==> src/rtl/pwm_compare_stage.sv <==
`timescale 1ns / 1ps
// pwm_compare_stage
//   Compares an upstream free-running count against a double-buffered duty value
//   to produce a registered PWM output and a once-per-period pulse.
//
//   Optional feature: define PWM_PERIOD_CNT_EN to add the 8-bit completed-period
//   counter and its output port "periods". Without the macro neither the port
//   nor the register exists.
//
// Ports
//   clk          in   single clock, rising edge
//   reset_n      in   asynchronous active-low reset
//   cnt          in   [n-1:0] upstream count, 0 .. 2^n-1, wraps to 0
//   enable       in   run control; 0 forces pwm low and suppresses period events
//   duty_in      in   [n-1:0] new duty value
//   duty_wr      in   one-cycle write strobe for duty_in
//   pwm          out  PWM output, one cycle behind cnt
//   period_done  out  one-cycle pulse after each enabled wrap cycle
//   duty_pending out  shadow duty written but not yet applied
//   periods      out  [7:0] completed periods, wraps 255 -> 0 (PWM_PERIOD_CNT_EN only)
module pwm_compare_stage #(
  parameter int unsigned n = 4
) (
  input  logic         clk,
  input  logic         reset_n,
  input  logic [n-1:0] cnt,
  input  logic         enable,
  input  logic [n-1:0] duty_in,
  input  logic         duty_wr,
  output logic         pwm,
  output logic         period_done,
  output logic         duty_pending
`ifdef PWM_PERIOD_CNT_EN
  ,
  output logic [7:0]   periods
`endif
);

  typedef enum logic {StIdle, StRun} run_state_e;

  localparam logic [n-1:0] CntMax = '1;

  run_state_e   state_q;
  logic [n-1:0] shadow_q;
  logic [n-1:0] active_q;
  logic         pending_q;
  logic         cmp_q;    // cnt < active, sampled on the last edge
  logic         wrap_q;   // last sampled cnt was the wrap value
  logic         wrap;

  assign wrap = (cnt == CntMax);

  always_ff @(posedge clk or negedge reset_n) begin
    if (!reset_n) begin
      state_q   <= StIdle;
      shadow_q  <= '0;
      active_q  <= '0;
      pending_q <= 1'b0;
      cmp_q     <= 1'b0;
      wrap_q    <= 1'b0;
    end else begin
      // Run state follows the sampled enable; no masking of a partial period.
      unique case (state_q)
        StIdle:  state_q <= enable ? StRun : StIdle;
        StRun:   state_q <= enable ? StRun : StIdle;
        default: state_q <= StIdle;
      endcase

      // Compare uses the active duty that was in force during the sampled cycle;
      // active never exceeds CntMax, so the wrap cycle always compares low.
      cmp_q  <= (cnt < active_q);
      wrap_q <= wrap;

      // A write always wins over the wrap transfer; it is applied at the next wrap.
      if (duty_wr) begin
        shadow_q  <= duty_in;
        pending_q <= 1'b1;
      end else if (wrap && pending_q) begin
        active_q  <= shadow_q;
        pending_q <= 1'b0;
      end
    end
  end

  // Outputs decode only flop outputs, so there is no path from inputs to outputs.
  assign pwm          = (state_q == StRun) && cmp_q;
  assign period_done  = (state_q == StRun) && wrap_q;
  assign duty_pending = pending_q;

`ifdef PWM_PERIOD_CNT_EN
  logic [7:0] periods_q;

  // Steps on the same edge that raises period_done.
  always_ff @(posedge clk or negedge reset_n) begin
    if (!reset_n) begin
      periods_q <= 8'd0;
    end else if (enable && wrap) begin
      periods_q <= periods_q + 8'd1;
    end
  end

  assign periods = periods_q;
`endif

endmodule

==> config.mk <==
export PLATFORM = sky130hd
export DESIGN_NAME = pwm_compare_stage
export DESIGN_NICKNAME = d
export VERILOG_FILES = /design/src/rtl/pwm_compare_stage.sv
export SDC_FILE = /design/constraint.sdc
export NUM_CORES = 1
export LEC_CHECK = 0
export BUFFER_PORTS_ARGS = -buffer_cell sky130_fd_sc_hd__buf_2
export CAP_MARGIN = 0
export CORE_AREA = 4 4 41 43
export DETAILED_ROUTE_END_ITERATION = 10
export DIE_AREA = 0 0 45 47
export PLACE_DENSITY = 0.67
export SYNTH_ARGS = -nofsm -noshare
export SYNTH_HDL_FRONTEND = slang
export SYNTH_SLANG_ARGS = --single-unit
==> constraint.sdc <==
create_clock -name clk -period 1.35 [get_ports clk]
set_input_delay 0.27 -clock clk [delete_from_list [all_inputs] [get_ports clk]]
set_output_delay 0.27 -clock clk [all_outputs]
set_load 0.01 [all_outputs]
---- Yosys cells after proc, flatten, opt, wreduce, memory -nomap -nowiden ----
Cells that the tools add are included.
cells by class
  $lt $le $gt $ge ......................... 1
  eq/ne operators ......................... 1
  muxes and demuxes ....................... 3
  bitwise logic cells ..................... 1
  reduce and logical (&&, ||, !) cells .... 5
operators with widths
  cell                                   number
  == test 4 bit (second input constant)  1
  < comparator 4 bit                     1
  logical AND 1 bit                      3
  2-to-1 mux 1 bit                       3
  AND reduction 2 bit                    1
  nonzero test 2 bit                     1
  inverter 1 bit                         1
storage, ports and cells
  register bits ........................... 12
  input bits .............................. 12
  logic and storage cells ................. 17

---- Longest topological paths before layout ----
  depth in word-level cells ............... 4
  gate-level depth with buffers ........... 4
  depth with buffers taken out ............ 4

---- Worst setup path after synthesis ----
OpenSTA, ideal clock, no wires.
  path kind ............................... in2reg
  start ................................... input cnt[3]
  end ..................................... register active_q[0]
  data arrival time ....................... 1027 ps
  data required time ...................... 1225 ps
  path slack .............................. 199 ps
  stages on the path ...................... 3
  path through ............................ nand4_2 -> nor3b_4 -> mux2_2
between the ends
  longest elaborated chain between the ends .. 3
ends and longest elaborated chain
  what                           line  text
  start, declared                26    input logic [n-1:0] cnt,
  == test 4 bit                  51    assign wrap = (cnt == CntMax);
  logical AND 1 bit              78    end else if (wrap && pending_q) begin
  AND reduction 2 bit (no line)  n/a
  end signal, assigned           79    active_q <= shadow_q;
  end, declared                  45    logic [n-1:0] active_q;
No other way between the ends.
A chain may end at the register's enable or synchronous reset.

---- Worst setup path after layout ----
  start ................................... register state_q
  end ..................................... output pwm
between the ends
  longest elaborated chain between the ends .. 1
ends and longest elaborated chain
  what                    line  text
  start, declared         43    run_state_e state_q;
  start signal, assigned  55    state_q <= StIdle;
  start signal, assigned  64    StIdle: state_q <= enable ? StRun : StIdle;
  start signal, assigned  65    StRun: state_q <= enable ? StRun : StIdle;
  logical AND 1 bit       86    assign pwm = (state_q == StRun) && cmp_q;
  end, declared           30    output logic pwm,
No other way between the ends.

==> results.env <==
STATUS='finished, final reports clean'
DETAIL_ROUTE.ITER0.VIOLATIONS=1
MAX_TRANSITION_MARGIN_PCT=82.9
CRIT_PATH_TOP_DELAY_CELL='sky130_fd_sc_hd__dfrtp_1'
DETAIL-ROUTE-ANTENNA-NETS=0
YS_TYPES=12
PWR_DENSITY_CELL_nW_PER_UM2=1320
DRV_CAP=0
FLOORPLAN.DIE_AREA_UM2=2120
FLOORPLAN.DIE.WIDTH_UM=45
AREA_GROWTH_FROM_SYNTHESIS_TO_FINAL_LAYOUT_PCT=27.3
CRITICAL_PATH.MAX_STAGE_DELAY_PS=370
DRT_DRC_VIOLATIONS_LEFT=0
TOTALWIRELENGTH_UM=819
GR-USAGE-ALL-LAYERS_PCT=8.86
STARTPOINT_TYPE='register'
PATH_CELLS='and2_1, buf_2'
CP.DEPTH=2
CLOCK_TREE.ROOT_CELL='sky130_fd_sc_hd__clkbuf_4'
PATH_DELAY_FAMILY='flip-flops'
CTS_MAX_LEVEL=1
TIMING.RR.START='duty_pending'
PATH_BUF_INV=1
HPWLAFTERDP_UM=690
POSTCTSSETUPBUFFERS=0
TRITONCTS_CLOCK_TREE='done'
DETAIL_ROUTE.WL_PER_CELL_UM=11.4
R2R-END='active_q[0]'
DETAILED_PLACE.AREA_UM2=619
CORE_UM2=1300
GRT_MOST_USED_LAYER='met1'
CRITPATHCAPTURETYPE='output port'
START_UTIL_PCT=40.2
WORST_EP_REQUIRED_PS=1080
LEAKAGEPOWER_nW=0.331
CTS.SINK_COUNT=12
UTILIZATION_PCT=51.2
PLACE.GP.CONGESTION=0.690
SETUP_VIOLS_FINAL=0
POST_CTS_RESIZED=0
YOSYS_WARNINGS=0
SYN-NUM-NETS=52
FMAXACHIEVABLE_MHz=853
COUNT_OF_BUFFERS_FROM_PORT_BUFFERING=14
POST_SYNTH_INST_COUNT=37
CTS-BUFFERS-INSERTED=3
SYNTH_AREA_UM2=523
DIEHEIGHT_UM=47
TIMING.CLOCK.SKEW_PS=3.18
ROW_COUNT=13
NUMBER_OF_GLOBAL_ROUTE_VIAS_BEFORE_REPAIR=306
FINALNETCOUNT=73
DESIGN_POWER_TOTAL_mW=0.878
RR_WORST_DEPTH=2
GRT_UTIL_MET1_PCT=12.5
GRT_MAX_DEGREE=13
ANTENNA_FOUND_INITIAL=0
CRITPATHARRIVALTIME_PS=900
SETUP.WORST_PATH.CLASS='register to output port'
PRE_CTS_WORST_SETUP_SLACK_PS=25.3
FINALHOLDVIOLCOUNT=0
MIN_PERIOD_OVER_PERIOD_PCT=86.8
DRT_PASS1_ITERATIONS=2
GLOBAL_ROUTE_OVERFLOW=0
CP_MAX_FO=2
TNS_PS=0
GLOBALROUTEMET3UTIL_PCT=3.45
POSTSYNTHREGISTERBITS=12
FINAL_LAYOUT_SIZE_SUFFIX_GT1_SHARE_PCT=52.6
FIRST_ELEMENT_OF_THE_CRITICAL_PATH='state_q'
WORST_SLACK_PS=178
IOS=15
SLEW_VIOL_FINAL=0
RSZ_0062_RAISED_AFTER_GLOBAL_ROUTING='false'
POST_DRT_VIA_CELL_RATIO=4.76
MET2_USAGE_PCT=12.1
ROUTE.VIAS.TOTAL=343
TIGHTEST_SLEW_PS=256
POSTLAYOUTCELLAREA_UM2=666
GLOBAL_ROUTE_WIRE_LENGTH_BEFORE_REPAIR_UM=1300
CTS.PATH.MAX_BUFFERS=2
YOSYSSEQAREASHARE_PCT=57.4
R2R_SLACK_PS=230
N_ANTENNA_CELL=0
CRITICAL_PATH.ENDPOINT='pwm'
MAPPED_AVG_CELL_AREA_UM2=14.1
PEAKVDDDROP_V=0.000629
POST-ROUTE-MIN-PERIOD_PS=1170
POST_CTS_CLOCK_SLEW_AT_THE_LAUNCH_AND_CAPTURE_REGISTERS_OF_THE_WORST_SETUP_AND_HOLD_PATHS_PS=70
CLK_LATENCY_WORST_SKEW_PAIR_PS=260
MIN_PATH_TYPE='input pin to register'
==> cell families after synthesis <==
group	share of synthesized area, %
adder cells (fa/ha/maj)	7.18
AND/OR/NAND/NOR	10.3
flip-flops	57.4
buffers and inverters	2.87
AO/OA/AOI/OAI	5.02
multiplexers	17.2
==> sequential cells by signal, indices dropped and copies added (netlist names) <==
name / count
active_q: 4
cmp_q: 1
duty_pending: 1
shadow_q: 4
state_q: 1
wrap_q: 1
==> placed cells by master (no fill, tap or decap) <==
master / instances
sky130_fd_sc_hd__a21oi_1: 2
sky130_fd_sc_hd__buf_2: 14
sky130_fd_sc_hd__nand2_1: 1
sky130_fd_sc_hd__ha_1: 3
sky130_fd_sc_hd__mux2_2: 8
sky130_fd_sc_hd__o21a_1: 1
sky130_fd_sc_hd__dlygate4sd3_1: 1
sky130_fd_sc_hd__nor3b_4: 1
sky130_fd_sc_hd__and2_1: 2
sky130_fd_sc_hd__clkbuf_8: 1
sky130_fd_sc_hd__buf_4: 1
sky130_fd_sc_hd__nand4_2: 1
sky130_fd_sc_hd__dfrtp_1: 12
sky130_fd_sc_hd__inv_1: 4
sky130_fd_sc_hd__clkbuf_4: 3
sky130_fd_sc_hd__nand2b_1: 1
sky130_fd_sc_hd__a21o_2: 1
==> power breakdown <==
part | switching (mW) | leakage (nW) | internal (mW)
logic | 0.0697 | 0.168 | 0.0919
clock network | 0.109 | 0.0210 | 0.164
registers | 0.0260 | 0.142 | 0.419
total | 0.204 | 0.331 | 0.674
==> through the flow <==
stage,hold WS [ps],cells
global placement,160,67
finish,110,72
detailed placement,157,67
CTS,102,72
global route,100,72
floorplan,-25.6,37
==> final cells by class <==
cell class	instances	area, µm²
Timing Repair Buffer	16	87.6
Multi-Input combinational cell	21	208
Clock buffer	4	36.3
Tap cell	15	18.8
Inverter	4	15.0
Fill cell	125	636
Sequential cell	12	300
==> Yosys cell counts (all sizes together) <==
library cell	instances	area (µm²)
dfrtp	12	300
mux2	8	90.1
inv	4	15.0
ha	3	37.5
a21oi	2	10.0
and2	2	12.5
a21o	1	8.76
nand2	1	3.75
nand2b	1	6.26
nand4	1	12.5
nor3b	1	18.8
o21a	1	7.51
==> worst min path at each step <==
stage,from,end,slack [ps],cells past startpoint
3_3_place_gp,reset_n,cmp_q,160,1
6_report,enable,state_q,110,1
5_1_grt,enable,state_q,100,1
4_1_cts,enable,state_q,100,1
3_5_place_dp,reset_n,wrap_q,160,1
2_1_floorplan,reset_n,active_q[0],-30,0
==> worst register-to-register path, delay by kind of cell (launching register included) <==
family / cells / cell delay [ps]
muxes: 1 / 360
DFF: 1 / 370
and+or+nand+nor: 1 / 270
==> timing repair <==
item	4_1_cts	5_1_grt
setup endpoints to repair	0	0
endpoints found under the hold margin	12	0
hold buffers	1	0
==> routing by layer <==
| metal | wire [µm] | part of all wire [%] |
|---|---|---|
| met3 | 82 | 10 |
| met4 | 8 | 0.98 |
| met1 | 399 | 49 |
| met5 | 0 | 0 |
| met2 | 329 | 40 |
No activity file was read; power rests on OpenSTA's default activity.
